--- config.mk ---
export PLATFORM = sky130hd
export DESIGN_NAME = cpu_jmp_cond_unit
export DESIGN_NICKNAME = d
export VERILOG_FILES = /design/src/rtl/cpu_jmp_cond_unit.sv
export SDC_FILE = /design/constraint.sdc
export NUM_CORES = 1
export LEC_CHECK = 0
export BUFFER_PORTS_ARGS = -buffer_cell sky130_fd_sc_hd__buf_2
export CAP_MARGIN = 40
export CELL_PAD_IN_SITES_DETAIL_PLACEMENT = 0
export CELL_PAD_IN_SITES_GLOBAL_PLACEMENT = 1
export CORE_MARGIN = 3
export CORE_UTILIZATION = 40
export CTS_BUF_LIST = sky130_fd_sc_hd__clkbuf_2 sky130_fd_sc_hd__clkbuf_4 sky130_fd_sc_hd__clkbuf_8
export DETAILED_ROUTE_END_ITERATION = 6
export PLACE_DENSITY_LB_ADDON = 0.1
export RECOVER_POWER = 25
export SLEW_MARGIN = 25
export SYNTH_ARGS = -nofsm -noshare
export SYNTH_HDL_FRONTEND = slang
export SYNTH_SLANG_ARGS = --single-unit
--- constraint.sdc ---
create_clock -name clk -period 4.8 [get_ports clk]
set_clock_uncertainty 0.2 [all_clocks]
set_input_delay 0.72 -clock clk [delete_from_list [all_inputs] [get_ports clk]]
set_output_delay 0.72 -clock clk [all_outputs]
set_load 0.02 [all_outputs]
--- src/rtl/cpu_jmp_cond_unit.sv ---
// Conditional-jump evaluation unit: latches compare flags, evaluates a 4-bit
// condition code against flags or accelerator ready lines, optionally stalling until true.
module cpu_jmp_cond_unit #(
    parameter int DATA_WIDTH    = 16,
    parameter int ACCEL_COUNT   = 2,
    parameter int TIMEOUT_WIDTH = 8,
    localparam int SEL_WIDTH    = (ACCEL_COUNT > 1) ? $clog2(ACCEL_COUNT) : 1
) (
    input  logic                     clk,
    input  logic                     rst,
    input  logic [DATA_WIDTH-1:0]    cmp_a,
    input  logic [DATA_WIDTH-1:0]    cmp_b,
    input  logic                     cmp_signed,
    input  logic                     cmp_we,
    input  logic [3:0]               cond,
    input  logic [SEL_WIDTH-1:0]     accel_sel,
    input  logic [ACCEL_COUNT-1:0]   accel_can_read,
    input  logic [ACCEL_COUNT-1:0]   accel_can_write,
    input  logic                     req,
    input  logic                     wait_mode,
    input  logic [TIMEOUT_WIDTH-1:0] timeout,
    input  logic                     cancel,
    output logic [2:0]               flags,
    output logic                     busy,
    output logic                     done,
    output logic                     taken,
    output logic                     timed_out
);

    typedef enum logic {IDLE, WAIT} state_t;

    state_t                   state_reg, state_next;
    logic [3:0]               cond_reg, cond_next;
    logic [SEL_WIDTH-1:0]     sel_reg, sel_next;
    logic [TIMEOUT_WIDTH-1:0] count_reg, count_next;
    logic [2:0]               flags_reg, flags_next;
    logic                     done_reg, done_next;
    logic                     taken_reg, taken_next;
    logic                     timed_out_reg, timed_out_next;

    // In IDLE the live request fields are evaluated; in WAIT the latched ones.
    logic [3:0]               eval_code;
    logic [SEL_WIDTH-1:0]     eval_sel;
    logic [ACCEL_COUNT-1:0]   sel_hit;
    logic                     rd, wr, result;
    logic                     cmp_eq, cmp_lt;

    assign eval_code = (state_reg == IDLE) ? cond : cond_reg;
    assign eval_sel  = (state_reg == IDLE) ? accel_sel : sel_reg;

    // One-hot channel match; an out-of-range select matches nothing so rd=wr=0.
    generate
        for (genvar gi = 0; gi < ACCEL_COUNT; gi++) begin : g_sel
            assign sel_hit[gi] = (eval_sel == SEL_WIDTH'(gi));
        end
    endgenerate

    assign rd = |(sel_hit & accel_can_read);
    assign wr = |(sel_hit & accel_can_write);

    function automatic logic eval_cond(input logic [3:0] code, input logic [2:0] f,
                                       input logic r, input logic w);
        logic lt, gt, eq;
        lt = f[2];
        gt = f[1];
        eq = f[0];
        case (code)
            4'd0:    return eq;
            4'd1:    return !eq;
            4'd2:    return lt;
            4'd3:    return lt | eq;
            4'd4:    return gt;
            4'd5:    return gt | eq;
            4'd6:    return r;
            4'd7:    return w;
            4'd8:    return !r;
            4'd9:    return !w;
            4'd10:   return 1'b1;
            default: return 1'b0;
        endcase
    endfunction

    assign result = eval_cond(eval_code, flags_reg, rd, wr);

    assign cmp_eq = (cmp_a == cmp_b);
    assign cmp_lt = cmp_signed ? ($signed(cmp_a) < $signed(cmp_b)) : (cmp_a < cmp_b);

    always_comb begin
        flags_next = flags_reg;
        if (cmp_we) begin
            flags_next = {cmp_lt, !cmp_lt && !cmp_eq, cmp_eq};
        end
    end

    always_comb begin
        state_next     = state_reg;
        cond_next      = cond_reg;
        sel_next       = sel_reg;
        count_next     = count_reg;
        done_next      = 1'b0;
        taken_next     = taken_reg;
        timed_out_next = timed_out_reg;
        case (state_reg)
            IDLE: begin
                if (req) begin
                    cond_next  = cond;
                    sel_next   = accel_sel;
                    count_next = timeout;
                    if (!wait_mode || result) begin
                        done_next      = 1'b1;
                        taken_next     = result;
                        timed_out_next = 1'b0;
                    end else begin
                        state_next = WAIT;
                    end
                end
            end
            WAIT: begin
                if (cancel) begin
                    state_next = IDLE;
                end else if (result) begin
                    state_next     = IDLE;
                    done_next      = 1'b1;
                    taken_next     = 1'b1;
                    timed_out_next = 1'b0;
                end else if (count_reg == TIMEOUT_WIDTH'(1)) begin
                    state_next     = IDLE;
                    done_next      = 1'b1;
                    taken_next     = 1'b0;
                    timed_out_next = 1'b1;
                end else if (count_reg != '0) begin
                    // Zero means unlimited, so it is never decremented.
                    count_next = count_reg - TIMEOUT_WIDTH'(1);
                end
            end
            default: state_next = IDLE;
        endcase
    end

    always_ff @(posedge clk or posedge rst) begin
        if (rst) begin
            state_reg     <= IDLE;
            cond_reg      <= '0;
            sel_reg       <= '0;
            count_reg     <= '0;
            flags_reg     <= '0;
            done_reg      <= 1'b0;
            taken_reg     <= 1'b0;
            timed_out_reg <= 1'b0;
        end else begin
            state_reg     <= state_next;
            cond_reg      <= cond_next;
            sel_reg       <= sel_next;
            count_reg     <= count_next;
            flags_reg     <= flags_next;
            done_reg      <= done_next;
            taken_reg     <= taken_next;
            timed_out_reg <= timed_out_next;
        end
    end

    assign flags     = flags_reg;
    assign busy      = (state_reg == WAIT);
    assign done      = done_reg;
    assign taken     = taken_reg;
    assign timed_out = timed_out_reg;

endmodule

* Word level (Yosys, flattened, before mapping) *
Index checks and enable logic that the tools add are counted.
W data, S select, Z words.

storage, ports and cells
  register bits after elaboration = 20
  input port bits = 56
  output and inout bits = 7
  word-level logic and storage cells = 85

operators by class
  $add $sub $neg = 1
  magnitude comparators = 2
  equal/unequal tests = 19
  muxes and demuxes = 34
  bitwise gates (word level) = 6
  reduce and logical (&&, ||, !) cells = 15

operator list
  operator               number
  $mux W8                5
  $lt A16 B16 Y1         2
  $mux W1                22
  $eq A16 B16 Y1         1
  $eq A4 B3 Y1 const B   4
  $pmux W8 S2            1
  $eq A4 B4 Y1 const B   3
  $pmux W1 S11           1
  $eq A4 B2 Y1 const B   2
  $eq A8 B1 Y1 const B   1
  $ne A2 B2 Y1 const B   4
  $pmux W1 S2            4
  $reduce_bool A8 Y1     1
  $sub A8 B1 Y8 const B  1
  $logic_not A1 Y1       6
  $reduce_and A5 Y1      1
  $and A2 B2 Y2          2
  $eq A4 B1 Y1 const B   1
  $logic_not A4 Y1       1
  $mux W4                1
  $ne A2 B1 Y1 const B   2
  $reduce_and A4 Y1      1
  $reduce_or A2 Y1       2
  $ne A3 B1 Y1 const B   1
  other kinds (5)        7

* Depth between registers and ports, before layout *
  word-level depth = 10
  depth in mapped cells = 9
  depth with buffers taken out = 9

* Worst setup path after synthesis *
No wires, ideal clock.

  kind = input to register
  start point = in cond[2]
  end point = reg count_reg[3]
  library setup time = 130 ps
  data arrival time = 1,999 ps
  required time = 4,470 ps
  setup slack = 2,471 ps
  cell stages on the path = 8
  buffers on the path = 1
  cell sequence = mux2_2 -> nor2b_1 -> a211oi_2 -> nand2_1 -> and2_1 -> buf_6 -> a32oi_2 -> nand3_1

on the way
  word-level cells in the longest chain between the ends = 5
  elaborated cells on any way between the ends = 15
  those cells by class = eq/ne (11); mux (2); reduce/logical (2)

ends and longest elaborated chain
  item                                  line  source
  start: declaration                    15    input logic [3:0] cond,
  $mux W4 *                             48    assign eval_code = (state_reg == IDLE) ? cond : cond_reg;
  $eq A4 B4 Y1 (tied with other cells)  67    case (code)
  $pmux W1 S11 *                        67
  $ne A2 B2 Y1 (no line) *              -
  $reduce_and A5 Y1 (no line) *         -
  end signal: assignment                154   count_reg <= count_next;
  end: declaration                      35    logic [TIMEOUT_WIDTH-1:0] count_reg, count_next;

Every way passes the cells marked *; elsewhere a longest branch is shown, timed or not.
A chain may end at the register's enable or synchronous reset.

* Final worst setup path *
  start point = reg state_reg (netlist: busy)
  end point = reg done_reg (netlist: done)

on the way
  word-level cells in the longest chain between the ends = 10
  elaborated cells on any way between the ends = 28
  those cells by class = eq/ne (10); mux (8); bitwise (4); reduce/logical (6)

ends and longest elaborated chain
  item                                 line    source
  start: declaration                   32      state_t state_reg, state_next;
  start signal: assignment             151     state_reg <= state_next;
  $mux W1                              49      assign eval_sel = (state_reg == IDLE) ? accel_sel : sel_reg;
  $not A1 Y1                           54      assign sel_hit[gi] = (eval_sel == SEL_WIDTH'(gi));
  $and A2 B2 Y2 (on tied branches)     59, 58
  $reduce_or A2 Y1 (on tied branches)  59, 58
  $logic_not A1 Y1 (on tied branches)  77, 76
  $pmux W1 S11                         67
  $logic_or A1 B1 Y1                   109     if (!wait_mode || result) begin
  $mux W1                              109
  $mux W1                              105     if (req) begin
  $pmux W1 S2 *                        103     case (state_reg)
  net done_next                        37      logic done_reg, done_next;
  end signal: assignment               156     done_reg <= done_next;
  end: declaration                     37

Mark *: on every way through the listed nets, which the timed path passes. The rest lies on a longest branch.

==> metrics.txt <==
outcome finished clean; Layout Nets ~350; dpl hpwl 3440 um; Die Width 72.9 um; ys async rst share 1.00; layout cells sized above 1 0.292; Storage cell area 500 um2; cell area after layout 2180 um2; FF-to-FF End done; Setup CP Type register to register; Core Region 4140 um2; area used by multi-input combinational logic 1160 um2; Max Cap Violations 0; Hold Buf Count CTS 0; total negative setup slack 0 ns; Total GRT Usage 0.173; post-synthesis cell area 1790 um2; worst slew pin tran 0.818 ns; Total Routed Length 4230 um; Worst VDD drop roughly 0.2 mV; DR WL/cell 12.9 um; CP max stage cell dfrtp_1; Die ar. roughly 5300 um2; post-CTS setup buffer count 0; Setup WS post-layout 2.00 ns; CTS clk-pin slew, worst paths about 0.080 ns; EDFF count, synth 0; n_diodes 0; Worst R2R Start busy; number of port buffers 62; critical path required time 4.76 ns; syn nets 289; pin count of the biggest net entering global routing 24; Skew-Pair Late Insertion Delay 0.26 ns; RSZ-0062 raised after global routing no; cell count after placement 322; Pwr Density 330 nW/um2; Final Hold Viols 0; CTS tree built; CP peak stage delay 0.85 ns; Final period util 0.584; max-slew violation count 0; vias in the first global route about 1800; YS warnings 0; post-CTS resize count 0; GPL Wtd Cong around 0.8; Clock Tree Buf Depth 2; vias per std cell about 5.3; DRC 0; worst-case reg-to-reg path depth 7; Cells after Synth 215; Synth area leader dfrtp_1; Initial Util 0.431; leakage 1.12 nW; Placement Setup Slack a little over 2 ns; max FFs per register 8; Final Non-Filler Cells 327; Yosys reg bits 20; row cnt 23; Routed Antenna Nets 0; Worst EP arrival 2.76 ns; most instantiated library cell after synthesis nand2_1; Area contributors post-synth dfrtp_1, ha_1, nand2_1, inv_1, nor2_1; first-pass GRT wire length 7520 um; Worst Hold Class input pin to async pin; post-synth top area share 0.280; min Tclk post-route approximately 2.8 ns; f_max ~360 MHz; WHS 0.197 ns; R2R setup slack approximately 2 ns; crit end category register; critical path's most frequent cell mux2i_1; CTS HTree Levels 1; Slew HR 0.453; total number of vias 1739; critical path startpoint category register; CTS Buf Count 3; dominant synthesized flop cell dfrtp_1; clock sink count 20; register area share after synthesis 0.280; Synth cell types 49; initial drt markers 76; Final Core Density 0.527; PnR Total Power 0.721 mW; Layout area overhead 22.0%; drt first pass iters 4; die height 72.9 um; # IOs 63; critical path fanouts, max 23; worst path cell trace mux2i_1, mux2i_1, o21ai_1, o211a_1, and2_1, a21oi_2, a21o_1; dpl cell area approximately 2100 um2; root buffer cell clkbuf_8; synthesized area per cell 8.32 um2; fill cell count about 440; Post-synth top cells nand2_1, inv_1, dfrtp_1, ha_1, nor2_1; Setup Viol. Count Final 0; initial antenna violation count 0; total global routing overflow 0
[critical path, delay by kind of cell (launching register included)]
family	cells	cell delay (ns)
compound gates	4	0.71
flops	1	0.85
mux	2	0.54
simple gates	1	0.38
[kinds of logic (layout without fill, tap and decap cells)]
kind of cell,count (synthesis),after routing,share of synthesized area
mux,9,9,0.0532
compound gates,52,52,0.223
buf+inv,30,92,0.0735
fa+ha+maj,18,18,0.126
simple gates,82,82,0.225
flops,20,20,0.280
xor+xnor,4,4,0.0196
[metal layers]
layer	global-route usage	vias up	wire length, um	part of all wire
met4	0.0287	0	17	0.0040
met5	0	-	0	0
met2	0.292	47	1970	0.46
met3	0.0358	2	269	0.064
met1	0.231	797	1980	0.47
li1	-	893	-	-
[worst max path at each step]
| stage | from | to | slack (ns) | cells after the start |
|---|---|---|---|---|
| 2_1_floorplan | cond[2] | count_reg[3] | 2.47 | 8 |
| 3_3_place_gp | busy | done | 2.12 | 7 |
| 3_5_place_dp | busy | done | 2.03 | 7 |
| 4_1_cts | busy | done | 1.99 | 7 |
| 5_1_grt | busy | done | 1.72 | 7 |
| 6_report | busy | done | 2.00 | 7 |
[final cells by class]
cell class,count,area share
clock buffer,4,0.0252
inverter,25,0.0430
tap,50,0.0287
multi-input combinational,165,0.530
timing repair buffer,63,0.144
sequential,20,0.229
[power breakdown]
part | leakage (nW) | internal [mW] | switching [mW]
combinational | 0.850 | 0.138 | 0.162
clock | 0.0288 | 0.0731 | 0.0585
sequential | 0.242 | 0.216 | 0.0729
total | 1.12 | 0.427 | 0.293
[placed cells by master, fill, tap and decap left out, types with 2 or more instances in the layout]
cell       netlist  final
nand3_1          7      7
dfrtp_1         20     20
o22ai_1          3      3
xnor2_1          2      2
clkbuf_8         0      4
and3_1           2      2
a21o_1           5      5
mux2_2           3      3
nor3_1           4      4
o2bb2ai_1        3      3
mux2i_1          5      5
nand2b_1         2      2
nand2_1         29     29
ha_1            18     18
nor4_1           4      4
buf_2            0     62
o211a_1          2      2
nand3b_1         2      2
o21ai_0          8      8
inv_1           24     24
nand4_1          4      4
a21oi_1          8      8
o21a_1           3      3
nor2_1          17     17
a21oi_2          3      3
and2_1           2      2
a32oi_1          3      3
nor2b_1          5      5
xor2_1           2      2
o32a_1           2      2
(Power assumes the default switching activity.)
